--- src/rtl/key_cond_pkg.sv ---
// Shared types and defaults for the push-button conditioner.
package key_cond_pkg;

    typedef enum logic [1:0] {
        IDLE       = 2'd0,
        PRESS_WAIT = 2'd1,
        HELD       = 2'd2,
        REL_WAIT   = 2'd3
    } key_state_t;

    localparam int unsigned KEY_DEB_DEFAULT       = 500000;
    localparam int unsigned KEY_RPT_DELAY_DEFAULT = 25000000;
    localparam int unsigned KEY_RPT_RATE_DEFAULT  = 5000000;

    // Bits needed to hold a counter that runs from 0 up to maxval inclusive.
    function automatic int unsigned cnt_width(input int unsigned maxval);
        return (maxval < 1) ? 1 : $clog2(maxval + 1);
    endfunction

endpackage

--- src/rtl/key_debounce_bit.sv ---
// One key: 2-FF synchronizer, debounce FSM, press pulse and level.
// Optional auto-repeat while held is built only when KEY_REPEAT_EN is defined.
module key_debounce_bit
    import key_cond_pkg::*;
#(
    parameter int unsigned DEB_CYCLES   = KEY_DEB_DEFAULT,
    parameter int unsigned REPEAT_DELAY = KEY_RPT_DELAY_DEFAULT,
    parameter int unsigned REPEAT_RATE  = KEY_RPT_RATE_DEFAULT,
    parameter bit          RPT_EN       = 1'b0
) (
    input  logic clk,
    input  logic rst,
    input  logic nbin,
    output logic pulse,
    output logic level
);

    localparam int unsigned   DW     = cnt_width(DEB_CYCLES);
    localparam logic [DW-1:0] DC_ONE = DW'(1);
    localparam logic [DW-1:0] DC_MAX = DW'(DEB_CYCLES);

    logic [1:0]    sync;
    logic          p;
    key_state_t    state, state_n;
    logic [DW-1:0] dc, dc_n, dc_inc;
    logic          level_n;
    logic          accept;
    logic          rpt_pulse;

    assign p      = ~sync[1];
    assign dc_inc = dc + DC_ONE;

    // A first stable sample already satisfies DEB_CYCLES=1, so IDLE/HELD can jump straight across.
    always_comb begin
        state_n = state;
        dc_n    = dc;
        level_n = level;
        accept  = 1'b0;
        case (state)
            IDLE: begin
                if (p) begin
                    if (DC_ONE == DC_MAX) begin
                        state_n = HELD;
                        dc_n    = '0;
                        level_n = 1'b1;
                        accept  = 1'b1;
                    end else begin
                        state_n = PRESS_WAIT;
                        dc_n    = DC_ONE;
                    end
                end
            end
            PRESS_WAIT: begin
                if (!p) begin
                    state_n = IDLE;
                    dc_n    = '0;
                end else if (dc_inc == DC_MAX) begin
                    state_n = HELD;
                    dc_n    = '0;
                    level_n = 1'b1;
                    accept  = 1'b1;
                end else begin
                    dc_n = dc_inc;
                end
            end
            HELD: begin
                if (!p) begin
                    if (DC_ONE == DC_MAX) begin
                        state_n = IDLE;
                        dc_n    = '0;
                        level_n = 1'b0;
                    end else begin
                        state_n = REL_WAIT;
                        dc_n    = DC_ONE;
                    end
                end
            end
            REL_WAIT: begin
                if (p) begin
                    state_n = HELD;
                    dc_n    = '0;
                end else if (dc_inc == DC_MAX) begin
                    state_n = IDLE;
                    dc_n    = '0;
                    level_n = 1'b0;
                end else begin
                    dc_n = dc_inc;
                end
            end
            default: begin
                state_n = IDLE;
                dc_n    = '0;
            end
        endcase
    end

`ifdef KEY_REPEAT_EN
    localparam int unsigned   RPT_MAX  = (REPEAT_DELAY > REPEAT_RATE) ? REPEAT_DELAY : REPEAT_RATE;
    localparam int unsigned   RW       = cnt_width(RPT_MAX);
    localparam logic [RW-1:0] RC_ONE   = RW'(1);
    localparam logic [RW-1:0] RC_DELAY = RW'(REPEAT_DELAY);
    localparam logic [RW-1:0] RC_RATE  = RW'(REPEAT_RATE);

    logic [RW-1:0] rc, rc_n, rc_inc, rc_target;
    logic          rpt_first, rpt_first_n;

    assign rc_inc    = rc + RC_ONE;
    assign rc_target = rpt_first ? RC_DELAY : RC_RATE;

    // Counting only while HELD persists means any entry to HELD restarts the initial delay.
    always_comb begin
        rc_n        = '0;
        rpt_first_n = 1'b1;
        rpt_pulse   = 1'b0;
        if (RPT_EN && state == HELD && state_n == HELD) begin
            if (rc_inc == rc_target) begin
                rpt_pulse   = 1'b1;
                rpt_first_n = 1'b0;
            end else begin
                rc_n        = rc_inc;
                rpt_first_n = rpt_first;
            end
        end
    end

    always_ff @(posedge clk) begin
        if (rst) begin
            rc        <= '0;
            rpt_first <= 1'b1;
        end else begin
            rc        <= rc_n;
            rpt_first <= rpt_first_n;
        end
    end
`else
    logic unused_rpt;
    assign unused_rpt = RPT_EN ^ (REPEAT_DELAY == 0) ^ (REPEAT_RATE == 0);
    assign rpt_pulse  = 1'b0;
`endif

    always_ff @(posedge clk) begin
        if (rst) begin
            sync  <= '1;
            state <= IDLE;
            dc    <= '0;
            pulse <= 1'b0;
            level <= 1'b0;
        end else begin
            sync  <= {sync[0], nbin};
            state <= state_n;
            dc    <= dc_n;
            pulse <= accept | rpt_pulse;
            level <= level_n;
        end
    end

endmodule

--- src/rtl/key_conditioner.sv ---
// Push-button front end: WIDTH independent debounced keys with press pulses and levels.
// Auto-repeat on REPEAT_MASK keys is compiled in with KEY_REPEAT_EN.
module key_conditioner
    import key_cond_pkg::*;
#(
    parameter int unsigned      WIDTH        = 7,
    parameter int unsigned      DEB_CYCLES   = KEY_DEB_DEFAULT,
    parameter int unsigned      REPEAT_DELAY = KEY_RPT_DELAY_DEFAULT,
    parameter int unsigned      REPEAT_RATE  = KEY_RPT_RATE_DEFAULT,
    parameter logic [WIDTH-1:0] REPEAT_MASK  = WIDTH'(7'b1110000)
) (
    input  logic             CLK,
    input  logic             RST,
    input  logic [WIDTH-1:0] nBIN,
    output logic [WIDTH-1:0] BOUT,
    output logic [WIDTH-1:0] LEVEL
);

    for (genvar i = 0; i < WIDTH; i++) begin : g_key
        key_debounce_bit #(
            .DEB_CYCLES  (DEB_CYCLES),
            .REPEAT_DELAY(REPEAT_DELAY),
            .REPEAT_RATE (REPEAT_RATE),
            .RPT_EN      (REPEAT_MASK[i])
        ) u_key (
            .clk  (CLK),
            .rst  (RST),
            .nbin (nBIN[i]),
            .pulse(BOUT[i]),
            .level(LEVEL[i])
        );
    end

endmodule
--- config.mk ---
export PLATFORM = sky130hd
export DESIGN_NAME = key_conditioner
export DESIGN_NICKNAME = d
export VERILOG_FILES = /design/src/rtl/key_cond_pkg.sv /design/src/rtl/key_debounce_bit.sv /design/src/rtl/key_conditioner.sv
export SDC_FILE = /design/constraint.sdc
export NUM_CORES = 1
export LEC_CHECK = 0
export ABC_CLOCK_PERIOD_IN_PS = 3300
export BUFFER_PORTS_ARGS = -buffer_cell sky130_fd_sc_hd__buf_2
export CORE_ASPECT_RATIO = 0.7
export CORE_UTILIZATION = 55
export CTS_BUF_LIST = sky130_fd_sc_hd__clkbuf_4 sky130_fd_sc_hd__clkbuf_8
export CTS_CLUSTER_SIZE = 30
export DETAILED_ROUTE_END_ITERATION = 8
export PLACE_DENSITY = 0.71
export SETUP_SLACK_MARGIN = 0.3
export SYNTH_ARGS = -nofsm -noshare
export SYNTH_HDL_FRONTEND = slang
export SYNTH_SLANG_ARGS = --single-unit
--- constraint.sdc ---
create_clock -name CLK -period 3.3 [get_ports CLK]
set_input_delay 0.165 -clock CLK [delete_from_list [all_inputs] [get_ports CLK]]
set_output_delay 0.165 -clock CLK [all_outputs]
set_load 0.05 [all_outputs]
==> results of run 1 <==
[cell usage after synthesis, types with 17 or more instances]
library cell,count,area (um2)
dfxtp_1,175,3503
nand2_1,159,596.8
nand3_1,97,485.5
nor2_1,88,330.3
clkbuf_1,60,225.2
o21ai_0,55,275.3
nand4_1,54,337.8
nor3_1,52,260.3
a21oi_1,47,235.2
inv_1,40,150.1
and3_1,35,219.0
xnor2_1,35,306.5
xor2_1,25,219.0
nor4_1,24,150.1
or3_1,24,150.1
or2_2,20,125.1
o311ai_0,19,166.4
buf_4,18,135.1
a31oi_1,17,106.4
nor3b_1,17,127.6
[routing by layer]
metal | track usage | vias up
li1 | - | 4821
met5 | 0 | -
met4 | 0.05394 | 0
met3 | 0.04936 | 12
met2 | 0.3594 | 248
met1 | 0.3829 | 4314
[worst paths after layout]
path,start,to,slack [ns],cells past startpoint
max,g_key[4].u_key.dc[11],g_key[4].u_key.level,0.40,7
min,RST,flip-flop,0.14,2
max reg2reg,g_key[4].u_key.dc[11],g_key[4].u_key.level,0.40,7
min reg2reg,g_key[0].u_key.sync[0],g_key[0].u_key.sync[1],0.41,1
[worst max-delay path: cells and delay by family, from the launching register on]
| kind | cells | cell delay [ns] |
|---|---|---|
| and+or+nand+nor | 5 | 1.92 |
| AOI/OAI and AO/OA | 2 | 0.43 |
| DFF | 1 | 0.47 |
[area by class of cell]
cell class              instances  area [um2]  area share
repair buffers                 59       405.4     0.03690
inverters                      40       150.1     0.01367
well taps                     236       295.3     0.02688
clock inverters                12       135.1     0.01230
flip-flops and latches        175        3511      0.3196
clock buffers                  20       269.0     0.02448
multi-input cells            1004        6221      0.5662
[logic make-up (layout without fill, tap and decap cells)]
family	after synthesis	in the layout	share of synthesized area
adders and majority gates	7	7	0.008515
muxes	15	15	0.01472
and+or+nand+nor	650	650	0.3342
DFF	175	175	0.3406
buffers and inverters	132	131	0.06119
xor gates and xnor gates	60	60	0.05109
AOI/OAI and AO/OA	272	272	0.1897
[flip-flops by register name, indices dropped and copies added, names as in the netlist, named ones only]
register	flops
g_key.u_key.level	7
g_key.u_key.pulse	7
g_key.u_key.dc	133
g_key.u_key.sync	14
g_key.u_key.state	7
[metrics by stage]
step	hold WS [ns]	setup WS [ns]
after floorplan	0.2688	0.5849
after global placement	0.3498	0.4269
after detailed placement	0.3516	0.3513
after CTS	0.1206	0.3253
after global routing	0.1371	0.2803
final	0.1398	0.4049
[power by group]
group | internal [W] | total [W] | leakage, nW | switching [W]
Clock | 0.000725 | 0.00151 | 0.195 | 0.000785
Combinational | 0.0000568 | 0.000179 | 2.12 | 0.000122
Sequential | 0.00213 | 0.00216 | 1.42 | 0.0000242
Total | 0.00292 | 0.00385 | 3.73 | 0.000932
[repair_timing]
| action | in CTS | in global routing |
|---|---|---|
| hold buffers | 7 | 0 |
| endpoints found under the hold margin | 7 | 0 |
| setup endpoints to repair | 0 | 35 |
| buffers inserted | 0 | 1 |
| gates resized for setup | 0 | 19 |
==> impl_metrics.ini, run 1 <==
[drt]
wl_met1_mm = 12.41
route.met3.wl_mm = 1.403
routedWlPerCell_um = 15.26
dr_wl_met2_mm = 9.634
drt-pass1-iter-count = 5
route.detailed.drc = 0
highest_layer = met4
vias_per_cell = 6.077
vias = 9395
wl_mm = 23.59
ant_nets = 0
drt_iter0_markers = 752

[yosys]
synthCells = 1311
synth-seq-area-share = 0.3406
ys.flop_type = dfxtp_1
yosysUniqueCellTypes = 87
syn_area_um2 = 10280
syn_nets = 1327
async_reset_ff_frac = 0
synth-edff-count = 0
yosys_warnings = 0
syn_avg_cell_area_um2 = 7.845
synth_seq_cells = 175

[cts]
worstSkewPairLatency_ns = 0.46
cts_tree = done
path_clk_slew_ns = 0.09
cts_root_buf = clkbuf_8
clk_path_buf_depth = 2
clock_sinks = 175
h-tree-depth = 4
cts_buffers = 17

[sta]
slew_viol_final = 0
relSlewSlack = 0.4019
min_period_ns = 2.895
max_freq_ghz = 0.3454
finalHoldViolations = 0
setup_viol = 0
worstMarginPinSlew_ns = 0.8902
fin_crit_sh = 0.8773
fin_tns_setup_ns = 0
rsz0062_at_grt = false
fin_worst_skew_ns = 0.01493

[cells_and_area]
mostFrequentLayoutCells = dfxtp_1, nand2_1, nand3_1, nor2_1, o21ai_0
post-route-util = 0.6050
finalNonFillerCells = 1546
syn_to_final_growth_pct = 6.825
drive_gt1_frac = 0.1099
final_nets = 1313
layout_commonest_cell = dfxtp_1
num-fill-cells = 1680
n_antenna_cell = 0
design_area_um2 = 10990

[grt]
globalRouteTotalUtil = 0.2510
first_global_vias = 7901
grt_pass1_wl_mm = 39.23
grt_max_degree = 37
overflow = 0
antenna_found_initial = 0

[critical_path]
endpoint_kind = flip-flop
cp_max_fo = 8
required_ns = 3.68
crit_path_start_kind = flip-flop
critical-path-max-stage-delay_ns = 0.67
worstPathArrival_ns = 3.27
cpMaxStageDelayCell = or4b_2
critPathKind = flip-flop to flip-flop
cp_cell_sequence = nand4_1 -> or3_1 -> or4b_2 -> a22oi_1 -> nand4_1 -> or3_1 -> a31oi_1

[place]
hpwlAfterDp_mm = 16.82
port_buffers = 22
dp_cells = 1506
place_area_um2 = 10440
place_congestion = 0.9333

[status]
status = completed

[power_and_ir_drop]
totalPowerFinal_w = 0.003848
p_per_area_nw_per_um2 = 350.2
power.leakage_nw = 3.733
ir_drop_v = 0.0002197

[die]
io-pin-count = 23
row_count = 41
core_area_um2 = 18160
initial_utilization = 0.5663
floorplan.die_area_um2 = 19260
fp.dieH_um = 116.4
die_x_um = 165.4

[hold_path]
hp-class = input pin to flip-flop

[run]
drv_cap = 0
Note: power is estimated with default switching activity, not from simulation.
==> run 2: changes to the inputs <==
CORE_UTILIZATION = 65   (was 55)
PLACE_DENSITY = 0.82   (was 0.71)
==> impl_metrics.ini, run 2 (same netlist as run 1, synthesis figures left out) <==
[status]
status = completed

[cts]
h-tree-depth = 4
clock_sinks = 175
path_clk_slew_ns = 0.09
cts_buffers = 17
cts_tree = done
cts_root_buf = clkbuf_8
clk_path_buf_depth = 2
worstSkewPairLatency_ns = 0.48

[die]
floorplan.die_area_um2 = 16340
row_count = 38
die_x_um = 152.3
core_area_um2 = 15500
io-pin-count = 23
initial_utilization = 0.6635
fp.dieH_um = 107.2

[drt]
drt_iter0_markers = 823
drt-pass1-iter-count = 6
ant_nets = 0
vias_per_cell = 6.416
route.detailed.drc = 0
vias = 9694
routedWlPerCell_um = 15.99
wl_mm = 24.16

[cells_and_area]
n_antenna_cell = 0
syn_to_final_growth_pct = 6.630
layout_commonest_cell = dfxtp_1
multi_input_area_um2 = 6216
num-fill-cells = 1276
drive_gt1_frac = 0.1159
final_nets = 1315
register_area_um2 = 3518
top_register = g_key.u_key.dc
largest_reg_flops = 133
finalNonFillerCells = 1511
mostFrequentLayoutCells = dfxtp_1, nand2_1, nand3_1, nor2_1, o21ai_0
design_area_um2 = 10970
reg_top3 = g_key.u_key.dc x133, g_key.u_key.sync x14

[critical_path]
worstPathArrival_ns = 3.28
endpoint_kind = flip-flop
cp_max_fo = 7
critPathKind = flip-flop to flip-flop
crit_path_start_kind = flip-flop
required_ns = 3.67

[grt]
antenna_found_initial = 0
overflow = 0
first_global_vias = 8474
globalRouteTotalUtil = 0.3042
grt_max_degree = 72
grt_pass1_wl_mm = 40.96

[sta]
worstMarginPinSlew_ns = 0.7992
finalHoldViolations = 0
fin_tns_setup_ns = 0
rsz0062_at_grt = true
setup_viol = 0
relSlewSlack = 0.4634
fin_crit_sh = 0.8803
min_period_ns = 2.905
fin_worst_skew_ns = 0.01672
max_freq_ghz = 0.3443
slew_viol_final = 0

[hold_path]
hp-class = input pin to flip-flop

[place]
dp_cells = 1472
hpwlAfterDp_mm = 16.90
port_buffers = 22
place_congestion = 0.9982
place_area_um2 = 10400

[power_and_ir_drop]
power.leakage_nw = 3.761
p_per_area_nw_per_um2 = 356.0
ir_drop_v = 0.0002556

[run]
drv_cap = 0
## run 2: changes by cell type in the layout (fill, tap and decap cells not counted), sizes merged
cell,before,now
inv,42,45
clkinv,4,3
buf,52,54
clkbuf,20,19
clkinvlp,4,2
## run 2: power breakdown
group | internal (W) | switching, W | leakage, nW | total, W
Clock | 0.000729 | 0.000836 | 0.203 | 0.00157
Sequential | 0.00213 | 0.0000253 | 1.42 | 0.00216
Combinational | 0.0000559 | 0.000123 | 2.14 | 0.000178
Total | 0.00292 | 0.000984 | 3.76 | 0.00390
## run 2: worst max-delay path, stage by stage, from the launching register on
cell      delay (ns)
dfxtp_1         0.43
ha_2            0.30
nand3_1         0.13
o21ai_0         0.16
or4b_2          0.63
a211oi_2        0.39
nand2_1         0.21
nor2_1          0.21
mux2_2          0.35
## run 2: timing repair
action                     4_1_cts  5_1_grt
setup endpoints to repair        5       37
hold buffers                     7        0
pin swaps                        0        3
buffers inserted                 0        1
resized for setup                1       27
hold endpoints to repair         7        0
## run 2: routing by layer
metal  GRT usage  wire length (um)
met1      0.4440             11990
met2      0.4519             10370
met3     0.06386              1548
met4     0.07872               253
met5           0                 0
## run 2: worst paths after layout
path | startpoint | to | slack (ns) | cells past startpoint
worst max-delay path | g_key[0].u_key.dc[0] | flip-flop | 0.40 | 8
worst min-delay path | RST | g_key[0].u_key.state[0] | 0.21 | 5
worst max register to register | g_key[0].u_key.dc[0] | flip-flop | 0.40 | 8
worst min register to register | g_key[2].u_key.sync[0] | g_key[2].u_key.sync[1] | 0.41 | 1
## run 2: area by class of cell
| cell class | instances | area share |
|---|---|---|
| inverter | 40 | 0.01369 |
| tap | 200 | 0.02282 |
| sequential | 175 | 0.3208 |
| multi-input combinational | 1004 | 0.5668 |
| clock inverter | 12 | 0.01369 |
| timing repair buffer | 61 | 0.03833 |
| clock buffer | 19 | 0.02384 |
## run 2: per-stage QoR
step / power, W / setup WS, ns / util / hold slack (ns)
final: 0.003904 / 0.3952 / 0.7075 / 0.2100
after global routing: 0.004038 / 0.2841 / 0.7075 / 0.2460
after CTS: 0.003931 / 0.3050 / 0.7025 / 0.1820
after detailed placement: 0.002379 / 0.3103 / 0.6712 / 0.3515
after global placement: 0.002374 / 0.3850 / 0.6712 / 0.3481
after floorplan: 0.002338 / 0.5849 / - / 0.2688
==> run 3: changes to the inputs <==
PLACE_DENSITY = 0.84   (was 0.82)
==> impl_metrics.ini, run 3 (same netlist as run 1, synthesis figures left out) <==
[die]
fp.dieH_um = 107.2
row_count = 38
io-pin-count = 23
die_x_um = 152.3
floorplan.die_area_um2 = 16340
core_area_um2 = 15500
initial_utilization = 0.6635

[critical_path]
cp-startpoint = g_key[4].u_key.dc[14]
critPathKind = flip-flop to flip-flop
crit_path_start_kind = flip-flop
cp_max_fo = 5
r2r-start = g_key[4].u_key.dc[14]
required_ns = 3.70
endpoint_kind = flip-flop
worstPathArrival_ns = 3.30

[sta]
relSlewSlack = 0.4849
worstMarginPinSlew_ns = 0.7671
min_period_ns = 2.906
rsz0062_at_grt = true
slew_viol_final = 0
setup_viol = 0
fin_worst_skew_ns = 0.01367
finalHoldViolations = 0
max_freq_ghz = 0.3441
fin_tns_setup_ns = 0
fin_crit_sh = 0.8807

[cells_and_area]
mostFrequentLayoutCells = dfxtp_1, nand2_1, nand3_1, nor2_1, o21ai_0
largest_reg_flops = 133
finalNonFillerCells = 1512
num-fill-cells = 1249
top_register = g_key.u_key.dc
syn_to_final_growth_pct = 6.582
design_area_um2 = 10960
reg_top3 = g_key.u_key.dc x133, g_key.u_key.sync x14
final_nets = 1316
n_antenna_cell = 0
post-route-util = 0.7072
layout_commonest_cell = dfxtp_1
drive_gt1_frac = 0.1159

[cts]
h-tree-depth = 4
cts_root_buf = clkbuf_8
cts_buffers = 17
path_clk_slew_ns = 0.09
clock_sinks = 175
clk_path_buf_depth = 2
cts_tree = done
worstSkewPairLatency_ns = 0.47

[drt]
vias_per_cell = 6.422
wl_mm = 24.30
vias = 9710
routedWlPerCell_um = 16.07
drt_iter0_markers = 819
drt-pass1-iter-count = 8
ant_nets = 0
route.detailed.drc = 1

[run]
drv_cap = 0

[power_and_ir_drop]
ir_drop_v = 0.0002832
power.leakage_nw = 3.779
p_per_area_nw_per_um2 = 349.8
totalPowerFinal_w = 0.003834

[hold_path]
hp-class = input pin to flip-flop
worstHoldStart = RST

[status]
violations = DRC
status = finished with violations

[place]
place_area_um2 = 10390
place_congestion = 0.9425
hpwlAfterDp_mm = 17.10
port_buffers = 22
dp_cells = 1470

[grt]
globalRouteTotalUtil = 0.3020
grt_max_degree = 72
first_global_vias = 8370
overflow = 0
antenna_found_initial = 0
grt_pass1_wl_mm = 40.61
==> run 3: path summary, 6_finish.rpt <==
kind	to	slack (ns)	depth (start not counted)
worst min register to register	g_key[3].u_key.sync[1]	0.41	1
worst max-delay path	g_key[4].u_key.level	0.39	7
worst max register to register	g_key[4].u_key.level	0.39	7
worst min-delay path	g_key[0].u_key.state[0]	0.29	5
==> run 3: report_power, final <==
part | internal (W) | leakage, nW | switching (W)
Combinational | 0.0000557 | 2.16 | 0.000123
Clock | 0.000703 | 0.200 | 0.000793
Sequential | 0.00213 | 1.42 | 0.0000252
Total | 0.00289 | 3.78 | 0.000942
==> run 3: final cells by class <==
| class | instances | area [um2] | share of cell area |
|---|---|---|---|
| Clock buffer | 19 | 255.2 | 0.02328 |
| Clock inverter | 12 | 135.1 | 0.01233 |
| Inverter | 40 | 150.1 | 0.01370 |
| Multi-Input combinational cell | 1004 | 6225 | 0.5679 |
| Sequential cell | 175 | 3515 | 0.3206 |
| Tap cell | 200 | 250.2 | 0.02283 |
| Timing Repair Buffer | 62 | 431.7 | 0.03938 |
==> run 3: per-layer routing <==
metal	wire (um)	share of wire	track usage	vias up
li1	-	-	-	4814
met1	12050	0.50	0.4493	4532
met2	10290	0.42	0.4408	340
met3	1739	0.072	0.05538	24
met4	216	0.0089	0.08455	0
met5	0	0	0	-
==> run 3: worst max-delay path, stage by stage, from the launching register on <==
cell	delay, ns
dfxtp_1	0.43
nand4_1	0.20
or3_1	0.44
or4b_2	0.68
a22oi_2	0.25
nand4_1	0.26
or3_1	0.41
a31oi_1	0.17
==> run 3: what timing repair did <==
item                                    CTS  global route
hold buffers                              7             0
buffers inserted                          0             4
cloned                                    0             0
pin swaps                                 1             2
endpoints found under the setup margin    5            48
gates resized for setup                   1            26
endpoints found under the hold margin     7             0
==> run 3: per-stage QoR <==
step           hold WS [ns]  setup slack, ns
4_1_cts              0.2788           0.2732
6_report             0.2896           0.3937
3_5_place_dp         0.3523           0.2011
5_1_grt              0.3171           0.2141
2_1_floorplan        0.2688           0.5849
3_3_place_gp         0.3489           0.3144
